`config.mk`:
```
export PLATFORM = sky130hd
export DESIGN_NAME = mul_chain_sched
export DESIGN_NICKNAME = d
export VERILOG_FILES = /design/src/rtl/mul_chain_sched.sv
export SDC_FILE = /design/constraint.sdc
export NUM_CORES = 1
export LEC_CHECK = 0
export ABC_CLOCK_PERIOD_IN_PS = 10400
export CAP_MARGIN = 20
export CELL_PAD_IN_SITES_DETAIL_PLACEMENT = 2
export CELL_PAD_IN_SITES_GLOBAL_PLACEMENT = 2
export CORE_MARGIN = 5
export CORE_UTILIZATION = 43
export CTS_BUF_LIST = sky130_fd_sc_hd__clkbuf_8
export DETAILED_ROUTE_END_ITERATION = 10
export PLACE_DENSITY = 0.88
export SYNTH_ARGS = -nofsm -noshare
export SYNTH_HDL_FRONTEND = slang
export SYNTH_SLANG_ARGS = --single-unit
```
`constraint.sdc`:
```
create_clock -name clk -period 10.4 [get_ports clk]
set_input_delay 1.04 -clock clk [delete_from_list [all_inputs] [get_ports clk]]
set_output_delay 1.04 -clock clk [all_outputs]
set_load 0.03 [all_outputs]
```
`src/rtl/mul_chain_sched.sv`:
```
// mul_chain_sched: request/response scheduler that evaluates y = a (fast path,
// sel=0) or y = low32(a*b*c*3) (slow path, sel=1). The slow path reuses one
// 32x32 multiplier over three steps. Each step holds the multiplier operands
// stable for MC_CYCLES clocks, so the multiplier can be timed as a multicycle
// path.
//
// Ports:
//   clk       - single clock, all state updates on the rising edge
//   reset_n   - synchronous active-low reset
//   in_valid  - request valid (a, b, c, sel are captured on accept)
//   in_ready  - block is idle and can accept a request
//   a, b, c   - 16-bit operands
//   sel       - 0 = fast pass-through of a, 1 = triple-multiply path
//   out_valid - result valid, held until out_ready
//   out_ready - consumer accepts the result
//   y         - 32-bit result (retained after the handshake)
//   busy      - high in any state other than IDLE
module mul_chain_sched #(
    parameter int MC_CYCLES = 2
) (
    input  logic        clk,
    input  logic        reset_n,
    input  logic        in_valid,
    output logic        in_ready,
    input  logic [15:0] a,
    input  logic [15:0] b,
    input  logic [15:0] c,
    input  logic        sel,
    output logic        out_valid,
    input  logic        out_ready,
    output logic [31:0] y,
    output logic        busy
);

    generate
        if (MC_CYCLES < 1 || MC_CYCLES > 8) begin : g_bad_mc_cycles
            $error("mul_chain_sched: MC_CYCLES must be in 1..8");
        end
    endgenerate

    localparam logic [2:0] CNT_LAST = 3'(MC_CYCLES - 1);

    typedef enum logic [2:0] {
        IDLE,
        STEP1,
        STEP2,
        STEP3,
        DONE
    } state_t;

    state_t      state;
    state_t      state_nxt;
    logic [2:0]  cnt;
    logic [31:0] acc;
    logic [31:0] op_y;
    logic [15:0] c_r;
    logic [31:0] prod;
    logic [31:0] y_r;
    logic        accept;
    logic        step_last;

    // acc doubles as the left multiplier operand: it is only written on the
    // last cycle of a step, which is exactly the entry edge of the next step,
    // so both multiplier inputs stay stable for the whole step.
    assign prod      = acc * op_y;
    assign step_last = (cnt == CNT_LAST);
    assign y         = y_r;

    always_ff @(posedge clk) begin
        if (!reset_n) begin
            state <= IDLE;
        end else begin
            state <= state_nxt;
        end
    end

    always_comb begin
        state_nxt = state;
        in_ready  = 1'b0;
        out_valid = 1'b0;
        accept    = 1'b0;
        busy      = (state != IDLE);
        case (state)
            IDLE: begin
                in_ready = reset_n;
                if (in_valid && reset_n) begin
                    accept    = 1'b1;
                    state_nxt = sel ? STEP1 : DONE;
                end
            end
            STEP1: if (step_last) state_nxt = STEP2;
            STEP2: if (step_last) state_nxt = STEP3;
            STEP3: if (step_last) state_nxt = DONE;
            DONE: begin
                out_valid = 1'b1;
                if (out_ready) state_nxt = IDLE;
            end
            default: state_nxt = IDLE;
        endcase
    end

    always_ff @(posedge clk) begin
        if (!reset_n) begin
            cnt  <= '0;
            acc  <= '0;
            op_y <= '0;
            c_r  <= '0;
            y_r  <= '0;
        end else begin
            case (state)
                IDLE: begin
                    if (accept) begin
                        cnt  <= '0;
                        acc  <= {16'd0, a};
                        op_y <= {16'd0, b};
                        c_r  <= c;
                        if (!sel) y_r <= {16'd0, a};
                    end
                end
                STEP1, STEP2, STEP3: begin
                    if (step_last) begin
                        cnt <= '0;
                        acc <= prod;
                        if (state == STEP1) op_y <= {16'd0, c_r};
                        if (state == STEP2) op_y <= 32'd3;
                        if (state == STEP3) y_r  <= prod;
                    end else begin
                        cnt <= cnt + 3'd1;
                    end
                end
                default: ;
            endcase
        end
    end

endmodule

```
-- After elaboration in Yosys (flattened, before gate mapping)
Index checks and enable logic that the tools add are counted.
- register bits: 118
- input port bits: 53
- output and inout port bits: 35
- logic and storage cells: 61
- add/sub/neg operators: 1
- multipliers: 1
- equality and inequality tests: 15
- multiplexer cells: 27
- reduce and logical (&&, ||, !) cells: 11
- operators by type and width (operator ; count):
    $mux W32 ; 10
    $pmux W32 S2 ; 3
    $mul A32 B32 Y32 ; 1
    $mux W3 ; 8
    $ne A2 B2 Y1 const B ; 9
    $pmux W3 S5 ; 1
    $reduce_and A5 Y1 ; 2
    $eq A3 B1 Y1 const B ; 2
    $eq A3 B2 Y1 const B ; 2
    $pmux W3 S2 ; 1
    $mux W1 ; 4
    $reduce_and A2 Y1 ; 2
    $reduce_and A4 Y1 ; 1
    $add A3 B1 Y3 const B ; 1
    $eq A3 B3 Y1 const B ; 1
    $logic_not A3 Y1 ; 1
    $ne A3 B3 Y1 const B ; 1
    $reduce_and A3 Y1 ; 1
    $reduce_bool A3 Y1 ; 1
    $reduce_or A3 Y1 ; 1
    $reduce_bool A2 Y1 ; 1
    $logic_and A1 B1 Y1 ; 1

-- Longest topological paths before layout
- depth in word-level cells: 5
- depth in mapped cells: 26
- depth with buffers taken out: 24

-- Worst setup path before layout
No wires, ideal clock.
- path kind: flip-flop to flip-flop
- from: register op_y[4]
- to: register y_r[31], in the netlist y[31]
- setup time: 118 ps
- data arrival time: 6477 ps
- required time: 10282 ps
- slack: 3805 ps
- stages on the path, launching flop included: 25
- buffers on the path: 2
- period minus slack after synthesis: 6595 ps
- cell sequence: dfxtp_1 clkbuf_1 clkbuf_1 and2_1 fa_1 inv_1 fa_1 fa_1 fa_1 inv_1 fa_1 ha_1 fa_1 fa_1 ha_1 a21o_1 a21o_1 a221oi_1 a21boi_1 o2111ai_2 o211ai_1 a31oi_1 xnor2_1 a22oi_1 nor2b_1
- word-level cells in the longest chain between the ends: 4
- ends and longest elaborated chain (element ; line ; text):
    start: declaration ; 55 ; logic [31:0] op_y;
    start signal: assignment ; 115 ; op_y <= {16'd0, b};
    start signal: assignment ; 124 ; if (state == STEP1) op_y <= {16'd0, c_r};
    $mul A32 B32 Y32 ; 65 ; assign prod = acc * op_y;
    $mux W32 ; 126 ; if (state == STEP3) y_r <= prod;
    $mux W32 ; 121 ; if (step_last) begin
    $pmux W32 S2 ; 110 ; case (state)
    end signal: assignment ; 117 ; if (!sel) y_r <= {16'd0, a};
    end signal: assignment ; 126 ;
    end: declaration ; 58 ; logic [31:0] y_r;
No other way between the ends. The select of a mux whose other input is x is not followed.
A chain may end at the register's enable or synchronous reset.

-- Final worst setup path
- from: register op_y[5]
- to: register y_r[29], in the netlist y[29]
The elaborated chain is that of the path after synthesis.

==> metrics <==
Fin. Hold Viols 0; detailed-route DRC error count 0; min Tclk post-route 7.974 ns; gr ovfl total 0; reg2reg end y[29]; Leak 0.008931 uW; Pre-antenna DRT Iters 5; # hold bufs at CTS 0; Die ar. 42290 sq um; Worst slew margin 0.2347; Max VDD drop 0.00008063 V; Placement Cell Area 17690 sq um; Ports 88; status finished clean; Syn Std Cell Area 16460 sq um; Die Ht 205.7 um; unrepaired setup endpoints after global routing no; Clock Latency Late Sink 0.40 ns; CTS Buf Count 9; H-tree depth 3; Post-Syn Instances 1828; CTS tree yes; Post-synth ARST share 0; design area 17930 sq um; yosys warns 0; CP endpoint kind flip-flop; clk sink count 102; PwrDens 79.62 nW/um^2; vias in the first global route 16429; worst r2r src op_y[5]; CTS resizes 0; max-slew violations 0; Worst Setup EP y[29]; Initial Util 0.4360; critical path launch point type flip-flop; Worst Setup SP op_y[5]; first-pass GRT wire length 96970 um; detail-routed net length per standard cell 26.41 um; Synth Flop Type dfxtp_1; CP arrival 8.28 ns; reg2reg path depth 21; CP max FO 28; most frequent cells in the layout 300 x fa_1, 280 x inv_1, 267 x and2_1; Final HPWL DP 48470 um; Clock transition at path regs 0.12 ns; Total GRT Usage 0.3034; Worst EP required 10.71 ns; Root Buffer clkbuf_8; Layout Skew 0.03246 ns; Mapped Nets 2321; Hold Crit Class reg -> reg; Initial DRC Count 647; Worst-Margin Slew 1.146 ns; period utilization 0.7667; most common cell after layout, fill and taps aside fa_1; sequential area share after synthesis 0.1240; f_max 125.4 MHz; Core Area 37760 sq um; DR vias 13219; Filler Cell Count 4022; hold path depth 2; flop2flop setup slack 2.43 ns; initial antenna violation count 2; post-DR vias/cell 5.611; Die Width 205.7 um; largest net degree at the start of global routing 104; endpoints failing setup 0; Final Wtd Congestion 0.8275; routed wire length 62230 um; layout cells sized above 1 0.02223; Port Buffers 87; Max-Cap Viols 0; Distinct cells, synth 50; Syn Area/Cell 9.005 sq um; Nets 2332; Worst Setup Path Type reg -> reg; Post-synth EDFFs 0; clock buffer depth 2; row count 71; Post-DRT Antenna Nets 0; Post-CTS Setup Repair Bufs 0; #FFs+latches synth 102; setup TNS 0 ns; Layout area overhead 8.939%
how the worst min path moves through the flow:
stage,start,end,slack (ns)
6_report,c_r[6],c_r[6],0.47
5_1_grt,c_r[6],c_r[6],0.50
4_1_cts,c_r[6],c_r[6],0.48
3_5_place_dp,c_r[6],c_r[6],0.46
3_3_place_gp,c_r[0],c_r[0],0.44
2_1_floorplan,c_r[0],c_r[0],0.43
sequential cells by signal, summed over array words and instances (netlist names):
name and flops:
y 32, acc 32, state 3, c_r 16, op_y 16, cnt 3
per-layer routing:
metal	global-route usage	wire length, um
met2	0.5690	33440
met3	0.04019	2391
met1	0.3346	22780
met5	0	27
met4	0.1512	3589
area by class of cell:
class | count | area, sq um | area share
multi-input combinational | 1343 | 12970 | 0.7236
sequential | 102 | 2042 | 0.1139
inverter | 280 | 1051 | 0.05861
timing repair buffer | 103 | 1006 | 0.05610
tap | 511 | 639.4 | 0.03565
clock buffer | 10 | 137.6 | 0.007675
clock inverter | 6 | 78.83 | 0.004396
antenna | 1 | 2.502 | 0.0001395
cells in the mapped netlist (all sizes together), types with 6 or more instances:
cell type / count / share of area
and2: 267 / 0.10
nand2: 265 / 0.060
clkbuf: 94 / 0.021
dfxtp: 102 / 0.12
a22oi: 20 / 0.0091
buf: 9 / 0.0027
a21o: 13 / 0.0059
fa: 300 / 0.36
nor2b: 14 / 0.0053
o21ai: 53 / 0.017
inv: 280 / 0.064
xnor2: 39 / 0.021
nor2: 39 / 0.0089
a21boi: 23 / 0.010
a21oi: 30 / 0.0091
nor3: 6 / 0.0021
o211a: 34 / 0.021
xor2: 18 / 0.0096
nand2b: 8 / 0.0030
ha: 140 / 0.11
nand3: 21 / 0.0064
mux2i: 6 / 0.0036
worst max-delay path: stages (launching register included):
cell,delay [ns]
dfxtp_1,1.09
and2_1,0.31
fa_1,0.45
fa_1,0.49
fa_1,0.55
inv_1,0.06
fa_1,0.49
inv_1,0.06
fa_1,0.45
ha_1,0.30
fa_1,0.57
fa_1,0.45
ha_1,0.49
and4_1,0.28
and2_1,0.14
o2111ai_1,0.13
a21boi_1,0.43
o2111ai_2,0.16
o211ai_1,0.21
xor2_1,0.36
nand3_1,0.13
a21boi_0,0.22
report_power, final:
part | internal (uW) | switching, uW | leakage, uW
Sequential | 418 | 96.0 | 0.000832
Clock | 122 | 166 | 0.000108
Combinational | 240 | 385 | 0.00799
metrics by stage:
step                setup slack, ns  cells  hold slack [ns]  total power, uW  utilization
floorplan                     3.805   1828           0.4307            857.5            -
detailed placement            2.644   2338           0.4617             1129       0.4684
global placement              3.105   2337           0.4420             1075       0.4682
finish                        2.426   2356           0.4743             1428       0.4750
global route                  2.099   2356           0.4993             1505       0.4750
CTS                           2.461   2354           0.4779             1426       0.4742
cell families after synthesis:
| kind of cell | Yosys count | share of synthesized area |
|---|---|---|
| buf+inv | 383 | 0.08794 |
| mux | 6 | 0.003649 |
| fa+ha+maj | 440 | 0.4713 |
| compound gates | 202 | 0.08726 |
| simple gates | 638 | 0.1955 |
| flops | 102 | 0.1240 |
| xor+xnor | 57 | 0.03033 |
Note: power is estimated with default switching activity, not from simulation.
